==> config.mk <==
export PLATFORM = sky130hd
export DESIGN_NAME = dec_rt
export DESIGN_NICKNAME = d
export VERILOG_FILES = /design/src/rtl/dec_rt_pkg.sv /design/src/rtl/dec_rt_dir.sv /design/src/rtl/dec_rt.sv
export SDC_FILE = /design/constraint.sdc
export NUM_CORES = 1
export LEC_CHECK = 0
export BUFFER_PORTS_ARGS = -buffer_cell sky130_fd_sc_hd__buf_2
export CORE_AREA = 4 4 120 122
export DETAILED_ROUTE_END_ITERATION = 6
export DIE_AREA = 0 0 124 126
export PLACE_DENSITY_LB_ADDON = 0.2
export SETUP_SLACK_MARGIN = 0.3
export SLEW_MARGIN = 30
export SYNTH_ARGS = -nofsm -noshare
export SYNTH_HDL_FRONTEND = slang
export SYNTH_SLANG_ARGS = --single-unit
==> constraint.sdc <==
create_clock -name clk -period 4.15 [get_ports clk]
set_input_delay 0.2075 -clock clk [delete_from_list [all_inputs] [get_ports clk]]
set_output_delay 0.2075 -clock clk [all_outputs]
set_load 0.05 [all_outputs]
==> src/rtl/dec_rt_pkg.sv <==
// dec_rt_pkg: shared widths, port codes, head-flit field positions and the
// decoded-result struct for the mesh routing decoder (dec_rt).
package dec_rt_pkg;

    // Field MSBs (widths are value+1)
    localparam int UADDR = 10;   // unicast node ID  [10:0]
    localparam int MADDR = 55;   // multicast bitmap [55:0]
    localparam int PORTW = 2;    // port code        [2:0]
    localparam int NPORT = 5;

    // Output port codes; port_mask bit index equals the code
    localparam logic [PORTW:0] P_LOCAL = 3'd0;
    localparam logic [PORTW:0] P_NORTH = 3'd1;  // Y-1
    localparam logic [PORTW:0] P_EAST  = 3'd2;  // X+1
    localparam logic [PORTW:0] P_SOUTH = 3'd3;  // Y+1
    localparam logic [PORTW:0] P_WEST  = 3'd4;  // X-1

    // Head flit layout as seen by the input buffer splitter
    localparam int UM_TYPE  = 63;
    localparam int MDST_MSB = 62;
    localparam int MDST_LSB = 7;
    localparam int DST_MSB  = 17;
    localparam int DST_LSB  = 7;

    typedef struct packed {
        logic [PORTW:0] port;
        logic [NPORT-1:0] mask;
        logic [MADDR:0] addr1_rm;
        logic multab_en;
        logic err;
    } rt_res_t;

    function automatic logic [NPORT-1:0] port_onehot(input logic [PORTW:0] p);
        port_onehot = NPORT'(1) << p;
    endfunction

endpackage

==> src/rtl/dec_rt_dir.sv <==
// rt_dir: combinational XY dimension-order direction for one destination.
//   id  : destination node ID (id = X*MESH_Y + Y)
//   dir : port code (Local/North/East/South/West) seen from router (X_POS,Y_POS)
module rt_dir
    import dec_rt_pkg::*;
#(
    parameter int X_POS  = 0,
    parameter int Y_POS  = 0,
    parameter int MESH_Y = 7
) (
    input  logic [UADDR:0] id,
    output logic [PORTW:0] dir
);

    localparam logic [UADDR:0] OWN_X = (UADDR+1)'(X_POS);
    localparam logic [UADDR:0] OWN_Y = (UADDR+1)'(Y_POS);
    localparam logic [UADDR:0] MY    = (UADDR+1)'(MESH_Y);

    logic [UADDR:0] dx;
    logic [UADDR:0] dy;

    // X is resolved fully before Y is considered.
    always_comb begin
        dx  = id / MY;
        dy  = id % MY;
        dir = P_LOCAL;
        if (dx > OWN_X)      dir = P_EAST;
        else if (dx < OWN_X) dir = P_WEST;
        else if (dy > OWN_Y) dir = P_SOUTH;
        else if (dy < OWN_Y) dir = P_NORTH;
    end

endmodule

==> src/rtl/dec_rt.sv <==
// dec_rt: routing decoder for one router of the mesh NoC.
//   Inputs : clk, rst (async, active-high), vld_in, um_type (0 uni / 1 multi),
//            addr0 (unicast node ID), addr1 (multicast bitmap, bit i = node i)
//   Outputs: vld_out, port, port_mask, addr1_rm, multab_en, err -- all
//            registered one cycle after vld_in; held while vld_in is low.
module dec_rt
    import dec_rt_pkg::*;
#(
    parameter int X_POS  = 0,
    parameter int Y_POS  = 0,
    parameter int MESH_X = 8,
    parameter int MESH_Y = 7
) (
    input  logic             clk,
    input  logic             rst,
    input  logic             vld_in,
    input  logic             um_type,
    input  logic [UADDR:0]   addr0,
    input  logic [MADDR:0]   addr1,
    output logic             vld_out,
    output logic [PORTW:0]   port,
    output logic [NPORT-1:0] port_mask,
    output logic [MADDR:0]   addr1_rm,
    output logic             multab_en,
    output logic             err
);

    localparam int             OWN_ID  = X_POS*MESH_Y + Y_POS;
    localparam logic [UADDR:0] N_NODES = (UADDR+1)'(MESH_X*MESH_Y);
    localparam logic [MADDR:0] OWN_BIT = (MADDR+1)'(1) << OWN_ID;

    logic [MADDR:0][PORTW:0] dir_m;
    logic [PORTW:0]          dir_u;
    logic [NPORT-1:0]        mc_mask;
    logic [PORTW:0]          mc_port;

    rt_res_t res_d, res_q;
    logic    vld_d, vld_q;

    // One direction decoder per bitmap bit (constant IDs fold away) plus
    // one for the unicast address.
    for (genvar i = 0; i <= MADDR; i++) begin : g_mdir
        rt_dir #(.X_POS(X_POS), .Y_POS(Y_POS), .MESH_Y(MESH_Y)) u_dir (
            .id  ((UADDR+1)'(i)),
            .dir (dir_m[i])
        );
    end

    rt_dir #(.X_POS(X_POS), .Y_POS(Y_POS), .MESH_Y(MESH_Y)) u_udir (
        .id  (addr0),
        .dir (dir_u)
    );

    // Multicast fan-out: union of per-destination ports. Scanning from the
    // top down leaves mc_port at the lowest-indexed destination; a local
    // delivery always takes precedence.
    always_comb begin
        mc_mask = '0;
        mc_port = P_LOCAL;
        for (int i = MADDR; i >= 0; i--) begin
            if (addr1[i]) begin
                mc_mask = mc_mask | port_onehot(dir_m[i]);
                mc_port = dir_m[i];
            end
        end
        if (addr1[OWN_ID]) mc_port = P_LOCAL;
    end

    always_comb begin
        vld_d = vld_in;
        res_d = res_q;
        if (vld_in) begin
            res_d = '0;
            if (!um_type) begin
                if (addr0 >= N_NODES) begin
                    res_d.err = 1'b1;
                end else begin
                    res_d.port = dir_u;
                    res_d.mask = port_onehot(dir_u);
                end
            end else if (addr1 == '0) begin
                res_d.err = 1'b1;
            end else begin
                res_d.port      = mc_port;
                res_d.mask      = mc_mask;
                res_d.addr1_rm  = addr1 & ~OWN_BIT;
                // more than one bit set <=> clearing the lowest leaves a bit
                res_d.multab_en = |(mc_mask & (mc_mask - NPORT'(1)));
            end
        end
    end

    always_ff @(posedge clk or posedge rst) begin
        if (rst) begin
            vld_q <= 1'b0;
            res_q <= '0;
        end else begin
            vld_q <= vld_d;
            res_q <= res_d;
        end
    end

    assign vld_out   = vld_q;
    assign port      = res_q.port;
    assign port_mask = res_q.mask;
    assign addr1_rm  = res_q.addr1_rm;
    assign multab_en = res_q.multab_en;
    assign err       = res_q.err;

endmodule

### Word-level counts from Yosys, hierarchy flattened

Index checks and enable logic that the tools add are counted.

| storage, ports and cells | value |
|---|---|
| bits in registers | 67 |
| logic and storage cells | 159 |

| operators by class | value |
|---|---|
| add/subtract/negate cells | 1 |
| div/mod/pow operators | 2 |
| magnitude comparators | 5 |
| shifts and indexed selects | 1 |
| muxes and demuxes | 141 |
| bitwise logic cells | 1 |
| reductions and logical operators | 2 |

Operator list:

| kind | number |
|---|---|
| 3-bit 2-to-1 mux | 113 |
| 65-bit 2-to-1 mux | 3 |
| 57-bit 2-to-1 mux | 2 |
| 56-bit zero test | 1 |
| 8-bit 2-to-1 mux | 5 |
| 4-bit 2-to-1 mux | 6 |
| 11-bit by 1-bit > comparator with 1-bit output, second input constant | 2 |
| 11-bit by 1-bit < comparator with 1-bit output, second input constant | 2 |
| 11-bit by 3-bit divider with 11-bit output, second input constant | 1 |
| 11-bit by 6-bit >= comparator with 1-bit output, second input constant | 1 |
| 11-bit by 3-bit remainder unit with 11-bit output, second input constant | 1 |
| 1-bit 2-to-1 mux | 10 |
| 4-bit by 5-bit AND with 5-bit output | 1 |
| 5-bit OR reduction | 1 |
| 1-bit by 3-bit left shift with 5-bit output, first input constant | 1 |
| 4-bit by 1-bit subtractor with 5-bit output, second input constant | 1 |
| 2-bit 2-to-1 mux | 2 |

### Longest topological paths before layout

Gate-level depths: netlist of the first run.

| logic depth | value |
|---|---|
| word-level depth | 64 |
| depth in mapped cells | 19 |
| depth with buffers taken out | 16 |

### Cells and area by module

Synthesis of the first run repeated with hierarchy kept, for this count alone.

| second synthesis, totals | value |
|---|---|
| cells, all modules | 10,622 |
| area, all modules | 74,272.5 um^2 |

Modules (own cells, without submodules):

| module | times used | cells each | area an instance (um^2) | seq. area each (um^2) |
|---|---|---|---|---|
| rt_dir | 57 | 168 | 1,167.4 | 0.0 |
| dec_rt | 1 | 1,046 | 7,732.4 | 1,651.6 |

### Least setup slack after synthesis of the first run

Ideal clock, no wire load.

| timing path | value |
|---|---|
| path type | input to register |
| start point | input addr0[5] |
| end point | register res_q (netlist bit port_mask[0]) |
| setup time | 0.072 ns |
| arrival | 3.834 ns |
| required time | 4.078 ns |
| path slack | 0.244 ns |
| stages on the path | 19 |
| cells stage by stage | buf_4 -> and3_4 -> o32a_1 -> and3_4 -> buf_6 -> or3_4 -> a21oi_4 -> o221ai_1 -> a32oi_1 -> buf_2 -> xor2_1 -> ha_1 -> nand2b_1 -> nor3_1 -> a22oi_1 -> or4_4 -> and2_0 -> a41o_1 -> nor2_1 |

| on the way | value |
|---|---|
| cells in the longest elaborated chain, start to end | 18 |
| elaborated cells on any way between the ends | 23 |
| classes of those cells | 2 x div; 5 x order compare; 1 x shift; 15 x mux |

RTL lines:

| item | line | RTL |
|---|---|---|
| start, declared | dec_rt.sv:18 | `input logic [UADDR:0] addr0,` |
| 11-bit by 3-bit remainder unit with 11-bit output | dec_rt_dir.sv:25 | `dy = id % MY;` |
| 11-bit by 1-bit < comparator with 1-bit output | dec_rt_dir.sv:30 | `else if (dy < OWN_Y) dir = P_NORTH;` |
| 1-bit 2-to-1 mux | dec_rt_dir.sv:30 |  |
| 3-bit 2-to-1 mux | dec_rt_dir.sv:29 | `else if (dy > OWN_Y) dir = P_SOUTH;` |
| 3-bit 2-to-1 mux | dec_rt_dir.sv:28 | `else if (dx < OWN_X) dir = P_WEST;` |
| 3-bit 2-to-1 mux | dec_rt_dir.sv:27 | `if (dx > OWN_X) dir = P_EAST;` |
| 3-bit 2-to-1 mux | dec_rt_dir.sv:29 |  |
| 3-bit 2-to-1 mux | dec_rt_dir.sv:28 |  |
| 3-bit 2-to-1 mux | dec_rt_dir.sv:27 |  |
| 3-bit 2-to-1 mux | dec_rt_dir.sv:28 |  |
| 3-bit 2-to-1 mux (2 in series) | dec_rt_dir.sv:27 |  |
| 1-bit by 3-bit left shift with 5-bit output | dec_rt_pkg.sv:34 | `port_onehot = NPORT'(1) << p;` |
| 8-bit 2-to-1 mux (*) | dec_rt.sv:75 | `if (addr0 >= N_NODES) begin` |
| 8-bit 2-to-1 mux (*) | dec_rt.sv:74 | `if (!um_type) begin` |
| 8-bit 2-to-1 mux (*) | dec_rt.sv:72 | `if (vld_in) begin` |
| 8-bit 2-to-1 mux (*) | dec_rt.sv:74 |  |
| 8-bit 2-to-1 mux (*) | dec_rt.sv:72 |  |
| end signal, assigned | dec_rt.sv:99 | `res_q <= res_d;` |
| end, declared | dec_rt.sv:37 | `rt_res_t res_d, res_q;` |

Every way passes the cells marked *; elsewhere a longest branch is shown, timed or not. The select of a mux whose other input is x is not followed.
A chain may end at the register's enable or synchronous reset.

### Worst setup path after layout of the first run

| timing path | value |
|---|---|
| start point | input addr0[6] |
| end point | register res_q (netlist bit port_mask[0]) |

Same word-level chain as after synthesis.

==> impl_results.md, run 1 <==
- Sequential fraction of the synthesis area: 0.409
- Gpl congestion: 0.836
- Path type of the worst setup path: primary input to register
- Area Overhead vs Synth: 29.5%
- Via count: 3,797
- Final period util: 0.864
- Post-DP HPWL: 8740 µm
- Die Y: 126 µm
- Clk_lat worst skew: 0.32 ns
- RSZ-0062 raised after global routing: no
- Drt first pass iters: 4
- Commonest non-fill, non-tap cell in the layout: buf_2
- Maxcap violations: 0
- Crit end category: register
- Via/cell ratio: 4.89
- Fraction of layout cells with a size suffix above 1: 0.291
- Fin. max-slew vios: 0
- Largest area contributor in the netlist: dfrtp_1
- Flops & latches, synth: 64
- Clock root buffer: clkbuf_16
- Antenna violations before repair: 0
- Die area: 15,600 µm²
- Worst hold path class: primary input to register
- Worst Skew: 0 ns
- Worst-Margin Slew: 0.657 ns
- Cell row count: 42
- Synthesized instance count: 481
- Placed Instance Area: 4690 µm²
- Worst VDD drop: 0.000184 V
- Leak pwr: 2.41 nW
- Clk sinks: 64
- Total negative slack: 0 ns
- Initial Util: 0.297
- Syn Area/Cell: 8.13 µm²
- Post-synth ARST share: 1.00
- Critical path startpoint category: primary input
- Final net count: 669
- Core area: 13,200 µm²
- Max FO, Critical Path: 13
- Final Cell Area: 5070 µm²
- Mapped cell area: 3910 µm²
- Vias in the first global route: 3,726
- Pwr dens: 435 nW/µm²
- Non-Filler Instances: 777
- Main flop type after synthesis: dfrtp_1
- Wire per inst: 14.9 µm
- Dpl ws: 0.216 ns
- Critical path arrival: 3.84 ns
- Fin crit period: 3.58 ns
- First-pass GRT wire length: 18,400 µm
- IO Pins: 138
- Synth cell types: 68
- Fmax: 279 MHz
- Post-synth EDFFs: 0
- Antenna diodes: 0
- H-Tree Depth: 3
- Synth area leaders: dfrtp_1 41%, o22ai_1 8.2%, nand2_1 7.4%, inv_1 6.2%, clkbuf_1 2.4%
- FILL cells: 1,400
- Run status: finished, final reports clean
- Placed Instances: 760
- Commonest cells after routing, fill and taps aside: 132 x buf_2, 77 x nand2_1, 64 x inv_1, 64 x dfrtp_1, 51 x o22ai_1
- Clk buf depth: 2
- Synth warnings: 0
- Worst setup margin: 0.566 ns
- Largest net degree at the start of global routing: 71
- Final Util: 0.384
- Final wirelength: 11,600 µm
- IO buf count: 134
- CTS tree: done
- Clk slew on worst S/H paths: 0.06 ns
- Crit path required time: 4.41 ns
- Num CTS Buffers: 9
- Final hold violations: 0
- Post-route ant nets: 0
- DRC: 0
- Total track usage: 0.146
- Synth top area share: 0.409
- Max-slew headroom: 0.562
- Iter 0 DRT Violations: 188
- Power consumption: 2.21 mW
- Gr ovfl total: 0
- Worst hold slack: 0.107 ns
- Final setup viols: 0
- Die Wd: 124 µm
[metal layers]
layer | global-route usage | up-vias | wire (µm)
met3 | 0.0318 | 9 | 811
met1 | 0.191 | 1780 | 5010
met4 | 0.0316 | 0 | 93
met5 | 0 | - | 0
li1 | - | 1900 | -
met2 | 0.245 | 108 | 5680
[worst paths after layout]
kind | startpoint | end | slack, ns | cells past startpoint
hold reg to reg | port_mask[1] | port_mask[1] | 0.50 | 1
max in group asynchronous | rst | addr1_rm[43] | 2.74 | 4
setup reg to reg | port_mask[0] | port_mask[0] | 2.93 | 5
hold / removal | addr1[4] | addr1_rm[4] | 0.11 | 3
setup / recovery | addr0[6] | port_mask[0] | 0.57 | 17
min in group asynchronous | rst | addr1_rm[2] | 0.49 | 3
[state kept, by name (all words and copies together), names as in the netlist]
register and flops:
err 1, port_mask 4, vld_out 1, multab_en 1, port 2, addr1_rm 55
[cell type report]
cell class	count	area (µm²)	share of cell area
tap	176	220	0.0435
clock buffer	10	239	0.0472
multi-input combinational	316	1910	0.377
clock inverter	6	115	0.0227
timing repair buffer	140	736	0.145
sequential	64	1600	0.316
inverter	65	244	0.0482
[timing repair]
| item | 4_1_cts | 5_1_grt |
|---|---|---|
| resized for setup | 0 | 3 |
| setup buffers | 0 | 0 |
| hold buffers | 1 | 0 |
| hold endpoints to repair | 27 | 0 |
| setup endpoints to repair | 0 | 1 |
[critical path, cell delays in order]
cell,delay [ns]
buf_2,0.21
or3b_1,0.38
o32a_1,0.23
and3_4,0.23
or3_4,0.38
a21oi_4,0.17
o221ai_1,0.12
a32oi_1,0.27
xor2_1,0.10
ha_1,0.20
nand2b_1,0.17
nor3_1,0.17
a22oi_1,0.13
or4_4,0.45
and2_0,0.15
a41o_1,0.20
nor2_1,0.08
[power by group]
part	internal, mW	switching, mW	leakage [nW]
Combinational	0.186	0.431	1.41
Clock	0.606	0.282	0.169
Sequential	0.673	0.0266	0.826
[cell usage after synthesis, drive strengths merged, types with 3 or more instances]
| library cell | number |
|---|---|
| buf | 13 |
| mux2i | 3 |
| dfrtp | 64 |
| a211oi | 6 |
| or2 | 6 |
| and2 | 4 |
| nand2 | 77 |
| nand3 | 11 |
| nand2b | 9 |
| mux2 | 3 |
| nor2b | 6 |
| clkbuf | 25 |
| nand4 | 4 |
| inv | 65 |
| nor2 | 18 |
| xor2 | 3 |
| o22ai | 51 |
| nor3 | 5 |
| or3 | 3 |
| nor4 | 14 |
| o211ai | 5 |
| a221oi | 3 |
| a21oi | 14 |
| o21ai | 20 |
[cells by family (layout without fill, tap and decap cells)]
group,Yosys count,after routing,synth area share
AND/OR/NAND/NOR,165,165,0.208
AO/OA/AOI/OAI,134,134,0.234
buffers and inverters,103,221,0.110
flip-flops,64,64,0.409
multiplexers,6,6,0.0173
XOR/XNOR,5,5,0.0112
adder cells (fa/ha/maj),3,3,0.00895
other,1,3,0.000958
No activity file was read; power rests on OpenSTA's default activity.
==> run 2: changes to the inputs <==
- PLACE_DENSITY: not set -> 0.62
- PLACE_DENSITY_LB_ADDON: 0.2 -> not set
==> impl_results.md, run 2 (synthesis gave the netlist of run 1 again) <==
- Run status: finished, final reports clean
- Core area: 13,200 µm²
- Placed Instance Area: 4690 µm²
- Via count: 3,839
- Total track usage: 0.140
- WHS Path Cells: 3
- Critical path arrival: 3.79 ns
- Max-slew headroom: 0.433
- Crit path required time: 4.40 ns
- Final hold violations: 0
- Die area: 15,600 µm²
- Worst hold path class: primary input to register
- Iter 0 DRT Violations: 204
- Antenna diodes: 0
- Vias in the first global route: 3,614
- M1 wire length: 4780 µm
- Final setup viols: 0
- Commonest non-fill, non-tap cell in the layout: buf_2
- Reg2reg end: port_mask[0]
- IO Pins: 138
- DRC: 0
- RSZ-0062 raised after global routing: no
- Clk sinks: 64
- Initial Util: 0.297
- Hold endpoint: addr1_rm[4]
- Gpl congestion: 0.866
- R2R Path Start: port_mask[0]
- Post-route ant nets: 0
- Fmax: 283 MHz
- First-pass GRT wire length: 17,600 µm
- FILL cells: 1,360
- Met2 wire length: 5260 µm
- Worst R2R Setup Slack: 2.89 ns
- Path type of the worst setup path: primary input to register
- Max FO, Critical Path: 13
- Commonest cells after routing, fill and taps aside: 131 x buf_2, 77 x nand2_1, 64 x inv_1, 64 x dfrtp_1, 51 x o22ai_1
- Antenna violations before repair: 0
- Clk slew on worst S/H paths: 0.05 ns
- Final period util: 0.852
- Total negative slack: 0 ns
- Clk_lat worst skew: 0.32 ns
- Critical path's slowest cell: or4_4
- Wire per inst: 14.6 µm
- Final Cell Area: 4990 µm²
- Critical path startpoint category: primary input
- Clock root buffer: clkbuf_16
- Post-DP HPWL: 8570 µm
- Post-CTS Setup Repair Bufs: 0
- Worst-Margin Slew: 0.850 ns
- Crit end category: register
- CTS tree: done
- Fin. max-slew vios: 0
- Pwr dens: 406 nW/µm²
- Min-delay src: addr1[4]
- Worst VDD drop: 0.000175 V
- H-Tree Depth: 3
- Largest net degree at the start of global routing: 96
- IO buf count: 134
- Delay of the slowest cell on the worst path: 0.45 ns
- FF-to-FF path depth: 5
- Met3 WL: 1050 µm
- Dpl ws: 0.218 ns
- Gr ovfl total: 0
- Top routing layer used: met4
- Fin crit period: 3.54 ns
- Worst Skew: 0 ns
- Die Wd: 124 µm
- Maxcap violations: 0
- Leak pwr: 2.37 nW
- Num CTS Buffers: 9
- Final net count: 669
- CP Cell Sequence: buf_2 > or3b_1 > o32a_1 > and3_4 > or3_4 > a21oi_4 > o211ai_1 > a32oi_1 > xor2_1 > ha_1 > nand2b_1 > nor3_1 > a22oi_1 > or4_4 > and2_0 > a41o_1 > nor2_1
- Clk buf depth: 2
- Largest register FFs: 55
- Via/cell ratio: 4.96
- Final wirelength: 11,300 µm
- Drt first pass iters: 6
- Cell row count: 42
- Area Overhead vs Synth: 27.6%
- Fraction of layout cells with a size suffix above 1: 0.286
- Die Y: 126 µm
- Worst setup margin: 0.612 ns
==> run 2: changes by cell type in the layout (fill, tap and decap cells not counted) <==
| cell | change |
|---|---|
| bufinv_16 | -2 |
| clkbuf_1 | +2 |
| buf_2 | -1 |
| clkbuf_4 | +1 |
| clkinv_4 | -1 |
| clkinvlp_4 | -1 |
| inv_6 | -1 |
| nor2_1 | -1 |
| nor2_2 | +1 |
==> run 2: cell type report <==
type	instances	area (µm²)	share of cell area
Clock buffer	12	246	0.0494
Clock inverter	1	30.0	0.00601
Inverter	65	244	0.0489
Multi-Input combinational cell	316	1910	0.383
Sequential cell	64	1600	0.321
Tap cell	176	220	0.0441
Timing Repair Buffer	140	738	0.148
==> run 2: power breakdown <==
group | internal (mW) | switching, mW
registers | 0.674 | 0.0249
logic | 0.187 | 0.430
clock network | 0.471 | 0.242
total | 1.33 | 0.698
==> run 2: worst max path at each step <==
stage              from      endpoint  slack [ns]  depth (start not counted)
5_1_grt        addr0[7]  port_mask[0]        0.30                         17
3_5_place_dp   addr0[5]  port_mask[0]        0.22                         17
6_report       addr0[6]  port_mask[0]        0.61                         17
2_1_floorplan  addr0[5]  port_mask[0]        0.31                         19
4_1_cts        addr0[5]  port_mask[0]        0.54                         17
3_3_place_gp   addr0[5]  port_mask[0]        0.32                         17
==> run 2: through the flow <==
step | instances | hold slack [ns] | utilization | total power, mW
3_5_place_dp | 760 | 0.250 | 0.355 | 1.32
2_1_floorplan | 483 | 0.239 | - | 1.17
4_1_cts | 774 | 0.0961 | 0.377 | 2.05
3_3_place_gp | 760 | 0.234 | 0.355 | 1.31
5_1_grt | 774 | 0.117 | 0.379 | 2.14
6_report | 774 | 0.110 | 0.379 | 2.03
==> run 2: worst max-delay path, delay by kind of cell <==
family	cells	cell delay (ns)
adders and majority gates	1	0.20
AOI/OAI and AO/OA	6	1.08
buffers and inverters	1	0.21
and+or+nand+nor	8	1.96
xor gates and xnor gates	1	0.11
==> run 2: layer usage <==
layer | vias to the layer above | global-route usage
li1 | 1903 | -
met1 | 1743 | 0.183
met2 | 174 | 0.227
met5 | - | 0
met4 | 0 | 0.0438
met3 | 19 | 0.0336
==> run 2: repair_timing <==
action / CTS / global route
resized for setup: 0 / 5
setup endpoints to repair: 0 / 1
hold buffers: 1 / 0
hold endpoints to repair: 20 / 0
